File: src/rtl/phased_clock_array.sv
`default_nettype none
// ============================================================================
// Module   : phased_clock_array
// Purpose  : Multi-channel square-wave generator driven by one shared period
//            counter. Each channel has its own phase offset. The host writes
//            phase values into shadow registers, and an update strobe commits
//            every shadow to the active set on a period boundary. A new
//            pattern therefore never produces a glitched or partial period.
// Ports    : clk      - system clock
//            rst      - synchronous reset, active-low
//            en       - run enable; low holds the counter at 0 and forces
//                       the outputs low
//            wr_en    - shadow register write strobe
//            wr_addr  - channel index of the write
//            wr_data  - phase offset in cycles (duty when wr_duty=1)
//            wr_duty  - selects the duty shadow (ARRAY_DUTY_EN only)
//            update   - requests a commit of shadow to active
//            out      - transducer drive, bit i = channel i
//            sync     - one-cycle pulse marking the period start on out
//            pending  - a commit has been requested but not yet applied
//            wr_err   - one-cycle pulse after a rejected write
// Options  : ARRAY_DUTY_EN - adds per-channel programmable duty storage and
//            the wr_duty port. Without it, duty is fixed at floor(PERIOD/2).
// Revision : 1.0 - initial release
// ============================================================================
module phased_clock_array #(
    parameter int CHANNELS = 16,
    parameter int WIDTH    = 11,
    parameter int PERIOD   = 1250,
    parameter int ADDR_W   = 4
) (
    input  logic                clk,
    input  logic                rst,
    input  logic                en,
    input  logic                wr_en,
    input  logic [ADDR_W-1:0]   wr_addr,
    input  logic [WIDTH-1:0]    wr_data,
`ifdef ARRAY_DUTY_EN
    input  logic                wr_duty,
`endif
    input  logic                update,
    output logic [CHANNELS-1:0] out,
    output logic                sync,
    output logic                pending,
    output logic                wr_err
);

    localparam logic [WIDTH-1:0] c_period_m1 = WIDTH'(PERIOD - 1);
    localparam logic [WIDTH:0]   c_period_x  = (WIDTH+1)'(PERIOD);
    localparam logic [ADDR_W:0]  c_channels  = (ADDR_W+1)'(CHANNELS);

    logic [WIDTH-1:0]    r_cnt;
    logic [CHANNELS-1:0] r_out;
    logic                r_sync;
    logic                r_pending;
    logic                r_wr_err;
    logic [WIDTH-1:0]    r_shadow_phase [CHANNELS];
    logic [WIDTH-1:0]    r_active_phase [CHANNELS];

    logic                w_at_end;
    logic                w_commit;
    logic                w_addr_ok;
    logic                w_phase_ok;
    logic                w_wr_phase;
    logic                w_wr_reject;
    logic [CHANNELS-1:0] w_hit;

    assign w_at_end   = (r_cnt == c_period_m1);
    // A disabled array has no period boundary to wait for, so a pending
    // commit is applied immediately.
    assign w_commit   = r_pending && (w_at_end || !en);
    assign w_addr_ok  = ({1'b0, wr_addr} < c_channels);
    assign w_phase_ok = ({1'b0, wr_data} < c_period_x);

`ifdef ARRAY_DUTY_EN
    logic [WIDTH-1:0] r_shadow_duty [CHANNELS];
    logic [WIDTH-1:0] r_active_duty [CHANNELS];
    logic             w_duty_ok;
    logic             w_wr_duty;

    localparam logic [WIDTH-1:0] c_half = WIDTH'(PERIOD / 2);

    // Duty may equal PERIOD (constant high); phase must stay below it.
    assign w_duty_ok   = ({1'b0, wr_data} <= c_period_x);
    assign w_wr_phase  = wr_en && !wr_duty && w_addr_ok && w_phase_ok;
    assign w_wr_duty   = wr_en &&  wr_duty && w_addr_ok && w_duty_ok;
    assign w_wr_reject = wr_en && !(w_wr_phase || w_wr_duty);

    always_ff @(posedge clk) begin
        for (int i = 0; i < CHANNELS; i++) begin
            if (!rst) begin
                r_shadow_duty[i] <= c_half;
                r_active_duty[i] <= c_half;
            end else begin
                if (w_commit) begin
                    r_active_duty[i] <= r_shadow_duty[i];
                end
                if (w_wr_duty && (wr_addr == ADDR_W'(i))) begin
                    r_shadow_duty[i] <= wr_data;
                end
            end
        end
    end
`else
    localparam logic [WIDTH-1:0] c_half = WIDTH'(PERIOD / 2);

    assign w_wr_phase  = wr_en && w_addr_ok && w_phase_ok;
    assign w_wr_reject = wr_en && !w_wr_phase;
`endif

    // Per-channel position within the period. Both operands are below
    // PERIOD, so a single conditional subtraction gives the modulo result.
    for (genvar gi = 0; gi < CHANNELS; gi++) begin : g_chan
        logic [WIDTH:0]   w_sum;
        logic [WIDTH:0]   w_pos;
        logic [WIDTH-1:0] w_duty;

        assign w_sum = {1'b0, r_cnt} + {1'b0, r_active_phase[gi]};
        assign w_pos = (w_sum >= c_period_x) ? (w_sum - c_period_x) : w_sum;
`ifdef ARRAY_DUTY_EN
        assign w_duty = r_active_duty[gi];
`else
        assign w_duty = c_half;
`endif
        assign w_hit[gi] = (w_pos < {1'b0, w_duty});
    end

    // Counter, drive outputs and status flags
    always_ff @(posedge clk) begin
        if (!rst) begin
            r_cnt     <= '0;
            r_out     <= '0;
            r_sync    <= 1'b0;
            r_pending <= 1'b0;
            r_wr_err  <= 1'b0;
        end else begin
            if (!en || w_at_end) begin
                r_cnt <= '0;
            end else begin
                r_cnt <= r_cnt + 1'b1;
            end
            r_out     <= en ? w_hit : '0;
            r_sync    <= en && (r_cnt == '0);
            r_wr_err  <= w_wr_reject;
            // A fresh request on the commit edge wins over the clear.
            r_pending <= update || (r_pending && !w_commit);
        end
    end

    // Phase storage. The commit copies the shadow contents from before this
    // edge, so a write landing on the commit edge waits for the next commit.
    always_ff @(posedge clk) begin
        for (int i = 0; i < CHANNELS; i++) begin
            if (!rst) begin
                r_shadow_phase[i] <= '0;
                r_active_phase[i] <= '0;
            end else begin
                if (w_commit) begin
                    r_active_phase[i] <= r_shadow_phase[i];
                end
                if (w_wr_phase && (wr_addr == ADDR_W'(i))) begin
                    r_shadow_phase[i] <= wr_data;
                end
            end
        end
    end

    assign out     = r_out;
    assign sync    = r_sync;
    assign pending = r_pending;
    assign wr_err  = r_wr_err;

endmodule
`default_nettype wire

File: config.mk
export PLATFORM = sky130hd
export DESIGN_NAME = phased_clock_array
export DESIGN_NICKNAME = d
export VERILOG_FILES = /design/src/rtl/phased_clock_array.sv
export SDC_FILE = /design/constraint.sdc
export NUM_CORES = 1
export LEC_CHECK = 0
export BUFFER_PORTS_ARGS = -buffer_cell sky130_fd_sc_hd__buf_2
export CAP_MARGIN = 40
export CORE_MARGIN = 1
export CORE_UTILIZATION = 35
export CTS_CLUSTER_DIAMETER = 150
export DETAILED_ROUTE_END_ITERATION = 8
export GPL_TIMING_DRIVEN = 0
export HOLD_SLACK_MARGIN = 0.12
export PLACE_DENSITY_LB_ADDON = 0.1
export SLEW_MARGIN = 20
export SYNTH_ARGS = -nofsm -noshare
export SYNTH_HDL_FRONTEND = slang
export SYNTH_SLANG_ARGS = --single-unit
File: constraint.sdc
create_clock -name clk -period 7.8 [get_ports clk]
set_input_delay 0.78 -clock clk [delete_from_list [all_inputs] [get_ports clk]]
set_output_delay 0.78 -clock clk [all_outputs]
set_load 0.01 [all_outputs]
# [Yosys cells after proc, flatten, opt, wreduce, memory -nomap -nowiden]
# Memory sizes are Yosys's and may differ from the RTL's.
# Cells that the tools add are included.
[word_totals] reg_bits=30 latch_bits=0 ram_bits=352 romBits=0 output_inout_bits=19 wordCells=252 mem_count=2
[memory_table] name="r_active_phase" depth=16 width=11 rd=16 rd_clocked_by_memory_dff=0 wr=16 line_no="58" source="logic [WIDTH-1:0] r_active_phase [CHANNELS];"
[memory_table] name="r_shadow_phase" depth=16 width=11 rd=16 rd_clocked_by_memory_dff=0 wr=16 line_no="57" source="logic [WIDTH-1:0] r_shadow_phase [CHANNELS];"
[op_classes] add_sub_neg=33 multipliers=0 div=0 n_lt_le_gt_ge=33 eq_ne=16 shift=0 mux=100 bitwise=33 n_reduce_logical=30
[op_table] op="11-bit two-way mux" n=32
[op_table] op="11-bit by 11-bit adder with 12-bit output" n=16
[op_table] op="12-bit by 11-bit greater-or-equal comparator with 1-bit output, second input constant" n=16
[op_table] op="12-bit by 10-bit < comparator with 1-bit output, second input constant" n=16
[op_table] op="12-bit two-way mux" n=16
[op_table] op="12-bit by 11-bit subtractor with 12-bit output, second input constant" n=16
[op_table] op="1-bit two-way mux" n=52
[op_table] op="4-bit == test, second input constant" n=8
[op_table] op="1-bit bitwise OR" n=32
[op_table] op="1-bit logical AND" n=21
[op_table] op="4-bit by 3-bit == test with 1-bit output, second input constant" n=4
[op_table] op="11-bit by 1-bit adder with 11-bit output, second input constant" n=1
[op_table] op="11-bit == test, second input constant" n=1
[op_table] op="11-bit zero test" n=1
[op_table] op="11-bit < comparator, second input constant" n=1
[op_table] op="4-bit by 2-bit == test with 1-bit output, second input constant" n=2
[op_table] op="4-bit by 1-bit == test with 1-bit output, second input constant" n=1
[op_table] op="4-bit zero test" n=1
[op_table] op="1-bit zero test" n=3
[op_table] op="1-bit logical OR" n=2
[op_table] op="2-bit AND reduction" n=1
[op_table] op="2-bit OR reduction" n=1
[op_table] op="1-bit inverter" n=1

# [Logic depth before layout (Yosys ltp)]
[depth] depth_word=7 depth_mapped=13 mapped_depth_nobuf=13

# [Least setup slack after synthesis]
# OpenSTA, ideal clock, no wires.
[synth_path] path_kind="register to register" startpoint="reg r_cnt[1]" endpoint="mem r_active_phase[0][0] (enable)" setup_ps=1435 arrival_ps=5003 setup_slack_ps=1362 stages_incl_launch_ff=7 cell_sequence="dfxtp_1 > inv_1 > ha_1 > nand4_1 > nor2_1 > o21ai_0 > nand2_1"
[synth_lines] element="from (decl)" line_no="52" source="logic [WIDTH-1:0] r_cnt;"
[synth_lines] element="from (signal assigned)" line_no="140" source="r_cnt <= r_cnt + 1'b1;"
[synth_lines] element="to (decl)" line_no="58"

# [Final worst setup path]
[layout_path] startpoint="reg r_cnt[0]" endpoint="reg r_out[1] (netlist: out[1])"
[layout_via] elab_chain_len=4 elab_cells_between_ends=5 cone_classes="add/sub: 2; order compare: 2; mux: 1"
[layout_rtl] element="11-bit by 11-bit adder with 12-bit output (*)" line_no="118" source="assign w_sum = {1'b0, r_cnt} + {1'b0, r_active_phase[gi]};"
[layout_rtl] element="12-bit by 11-bit subtractor with 12-bit output / 12-bit by 11-bit greater-or-equal comparator with 1-bit output (equally long branches)" line_no="119" source="assign w_pos = (w_sum >= c_period_x) ? (w_sum - c_period_x) : w_sum;"
[layout_rtl] element="12-bit two-way mux (*)" line_no="119"
[layout_rtl] element="12-bit by 10-bit < comparator with 1-bit output (*)" line_no="125" source="assign w_hit[gi] = (w_pos < {1'b0, w_duty});"
[layout_rtl] element="to (signal assigned)" line_no="142" source="r_out <= en ? w_hit : '0;"
[layout_rtl] element="to (decl)" line_no="53" source="logic [CHANNELS-1:0] r_out;"
# Mark *: on every way between the ends. The rest lies on a longest branch, timed or not.
# A chain may end at the register's enable or synchronous reset.

==> impl_metrics.tcl <==
set metrics [dict create \
    rows 101 \
    avgSynthCellArea_um2 9.97 \
    seq_area_frac_synth_pct 41.8 \
    path_clk_slew_ns 0.06 \
    cts_tree "built" \
    startpoint_type "flip-flop" \
    numCtsBuffers 46 \
    grt_max_degree 53 \
    synthCells 2683 \
    worstRegToRegCells 13 \
    synth_top_area_share_pct 39.5 \
    timing.rr.end "out[1]" \
    clk_latency_ns 0.57 \
    coreArea_um2 75800 \
    viasPerCell 5.48 \
    path_max_fanout 15 \
    netlist_area_um2 26700 \
    drv_slew 0 \
    antenna_found_initial 13 \
    placed_cells 3743 \
    dieWidth_um 278 \
    drt_wl_total_mm 73.2 \
    crit_arrival_ns 4.76 \
    die_h_um 278 \
    min_path_cells 3 \
    grt_pass1_wl_mm 113 \
    synthTopCellsByCount "and2_1 (382), edfxtp_1 (352), nor2_1 (230)" \
    reg2reg_slack_ns 3.43 \
    hold_class "in2reg" \
    hold_start "update" \
    slew_headroom_pct 48.0 \
    synthArstFlopShare_pct 0 \
    syn_nets 2914 \
    worst_setup_path_end_kind "flip-flop" \
    postCtsSetupRepairBufs 0 \
    dp_hpwl_mm 54.3 \
    root_buffer "clkbuf_16" \
    final_layout_size_suffix_gt1_share_pct 8.30 \
    ys_types 105 \
    min_to "pending" \
    power_density_nw_per_um2 170 \
    p_total_mw 5.14 \
    finalCriticalPeriod_ns 4.37 \
    synth-main-ff-cell "edfxtp_1" \
    grt_setup_unrepaired "no" \
    setup_viol 0 \
    synth_top_area_cell "edfxtp_1" \
    reg2reg_from "r_cnt[0]" \
    setup_tns_ns 0 \
    clock_path_buffers 3 \
    place_congestion 0.808 \
    skew_ns 0.0282 \
    synth_edf_count 352 \
    grt-ovfl-total 0 \
    cts_resized 0 \
    avgRoutedWirePerCell_um 19.1 \
    yosys-top-cells-area "edfxtp_1 (40%), ha_1 (9.1%), and2_1 (8.9%)" \
    cts.sink_count 382 \
    path_class "reg2reg" \
    fmax_ghz 0.229 \
    post-route-period-util_pct 56.0 \
    grt_pass1_vias 20414 \
    p_leak_nw 12.0 \
    die_area_um2 77500 \
    ctsHoldBuffers 0 \
    worstMarginPinSlew_ns 0.760 \
    area_growth_pct 13.1 \
    start_util_pct 35.3 \
    drtIter0Drc 1179 \
    track_usage_pct 18.8 \
    ios 39 \
    final_nets 3044 \
    synth_seq_cells 382 \
    ir_worst_vdd_uv 144 \
    ys_warn_count 0 \
    stdcell_count 3823 \
    finalHoldViolCount 0 \
    worstPathRequired_ns 8.19 \
    yosysMostFrequentCell "and2_1" \
    numPortBuffers 38 \
    num_vias 20941 \
    fin_util_pct 39.9 \
    firstDrtPassIters 5 \
    status "finished clean" \
    ant_nets 0 \
    drc_errors 0 \
    cts_max_level 2 \
    cap_violations 0 \
]
==> stage by stage <==
step	setup WS [ns]	hold slack, ns	area [um^2]
after global placement	-2.04	0.473	28200
final	3.43	0.495	30200
after detailed placement	3.56	0.501	28900
after CTS	3.55	0.448	30200
after global routing	3.32	0.488	30200
after floorplan	1.36	0.496	26700
==> logic make-up after synthesis <==
kind of cell | synth area share, %
mux | 0.627
fa+ha+maj | 10.4
xor+xnor | 4.68
buf+inv | 1.88
flops | 41.8
simple gates | 22.3
compound gates | 18.4
==> power by group <==
| group | total, mW | switching [mW] | internal [mW] |
|---|---|---|---|
| combinational | 0.715 | 0.443 | 0.271 |
| clock | 2.02 | 0.860 | 1.16 |
| sequential | 2.40 | 0.0415 | 2.36 |
==> final cells by class <==
type	count	area [um^2]
Antenna cell	1	2.50
Clock buffer	57	1210
Clock inverter	22	168
Sequential cell	382	11200
Multi-Input combinational cell	2174	15100
Buffer	72	297
Inverter	55	206
Fill cell	7415	45600
Tap cell	978	1220
Timing Repair Buffer	82	852
==> flip-flops by register name (all words and copies together), names as in the netlist <==
| register | cells |
|---|---|
| r_active_phase | 176 |
| r_shadow_phase | 176 |
| out | 16 |
| r_cnt | 11 |
| pending | 1 |
| sync | 1 |
| wr_err | 1 |
==> cell usage in the layout, fill, tap and decap left out, types with 12 or more instances in the layout <==
cell / count
ha_1: 195
o21a_1: 38
a2111oi_0: 12
nand3_1: 47
nand4_1: 17
o31ai_1: 19
buf_2: 41
or2_2: 21
nand2b_1: 34
dfxtp_1: 19
o21bai_1: 24
xor2_1: 61
nor3b_1: 12
a21o_1: 56
o21ai_1: 42
nor2_1: 229
and3_1: 20
xnor2_1: 80
buf_6: 15
nor4_1: 12
nand2_1: 118
clkbuf_16: 47
a21oi_1: 141
and2_1: 382
a211oi_1: 53
o21ai_0: 120
edfxtp_1: 352
nor2b_1: 12
or3_1: 27
o211ai_1: 27
a31oi_1: 23
nor3_1: 83
o22ai_1: 14
clkbuf_1: 73
buf_4: 17
fa_1: 16
inv_1: 55
==> worst max path at each step <==
stage	start	end	slack, ns	cells after the start
6_report	r_cnt[0]	out[1]	3.43	13
4_1_cts	r_cnt[0]	out[1]	3.55	13
5_1_grt	r_cnt[0]	out[1]	3.32	13
3_3_place_gp	r_cnt[1]	r_active_phase[0][43]	-2.04	6
2_1_floorplan	r_cnt[1]	r_active_phase[0][0]	1.36	6
3_5_place_dp	r_cnt[0]	out[1]	3.56	13
==> routing by layer <==
metal	up-vias	track usage (%)	wire length, um
met2	427	31.7	34000
met3	110	2.33	3210
li1	10344	-	-
met5	-	0	32
met1	10056	25.2	34100
met4	4	5.00	1740
==> worst max-delay path, cell delays in order (launching register included) <==
cell      delay, ns
dfxtp_2        0.46
buf_12         0.23
ha_1           0.27
fa_1           0.48
a21o_1         0.21
a21oi_2        0.19
xor2_1         0.32
nand3_1        0.19
and4b_1        0.30
or3_1          0.34
a21oi_1        0.20
mux2_1         0.16
o211ai_1       0.10
a211oi_1       0.70
Power figures use the tool's default switching activity.
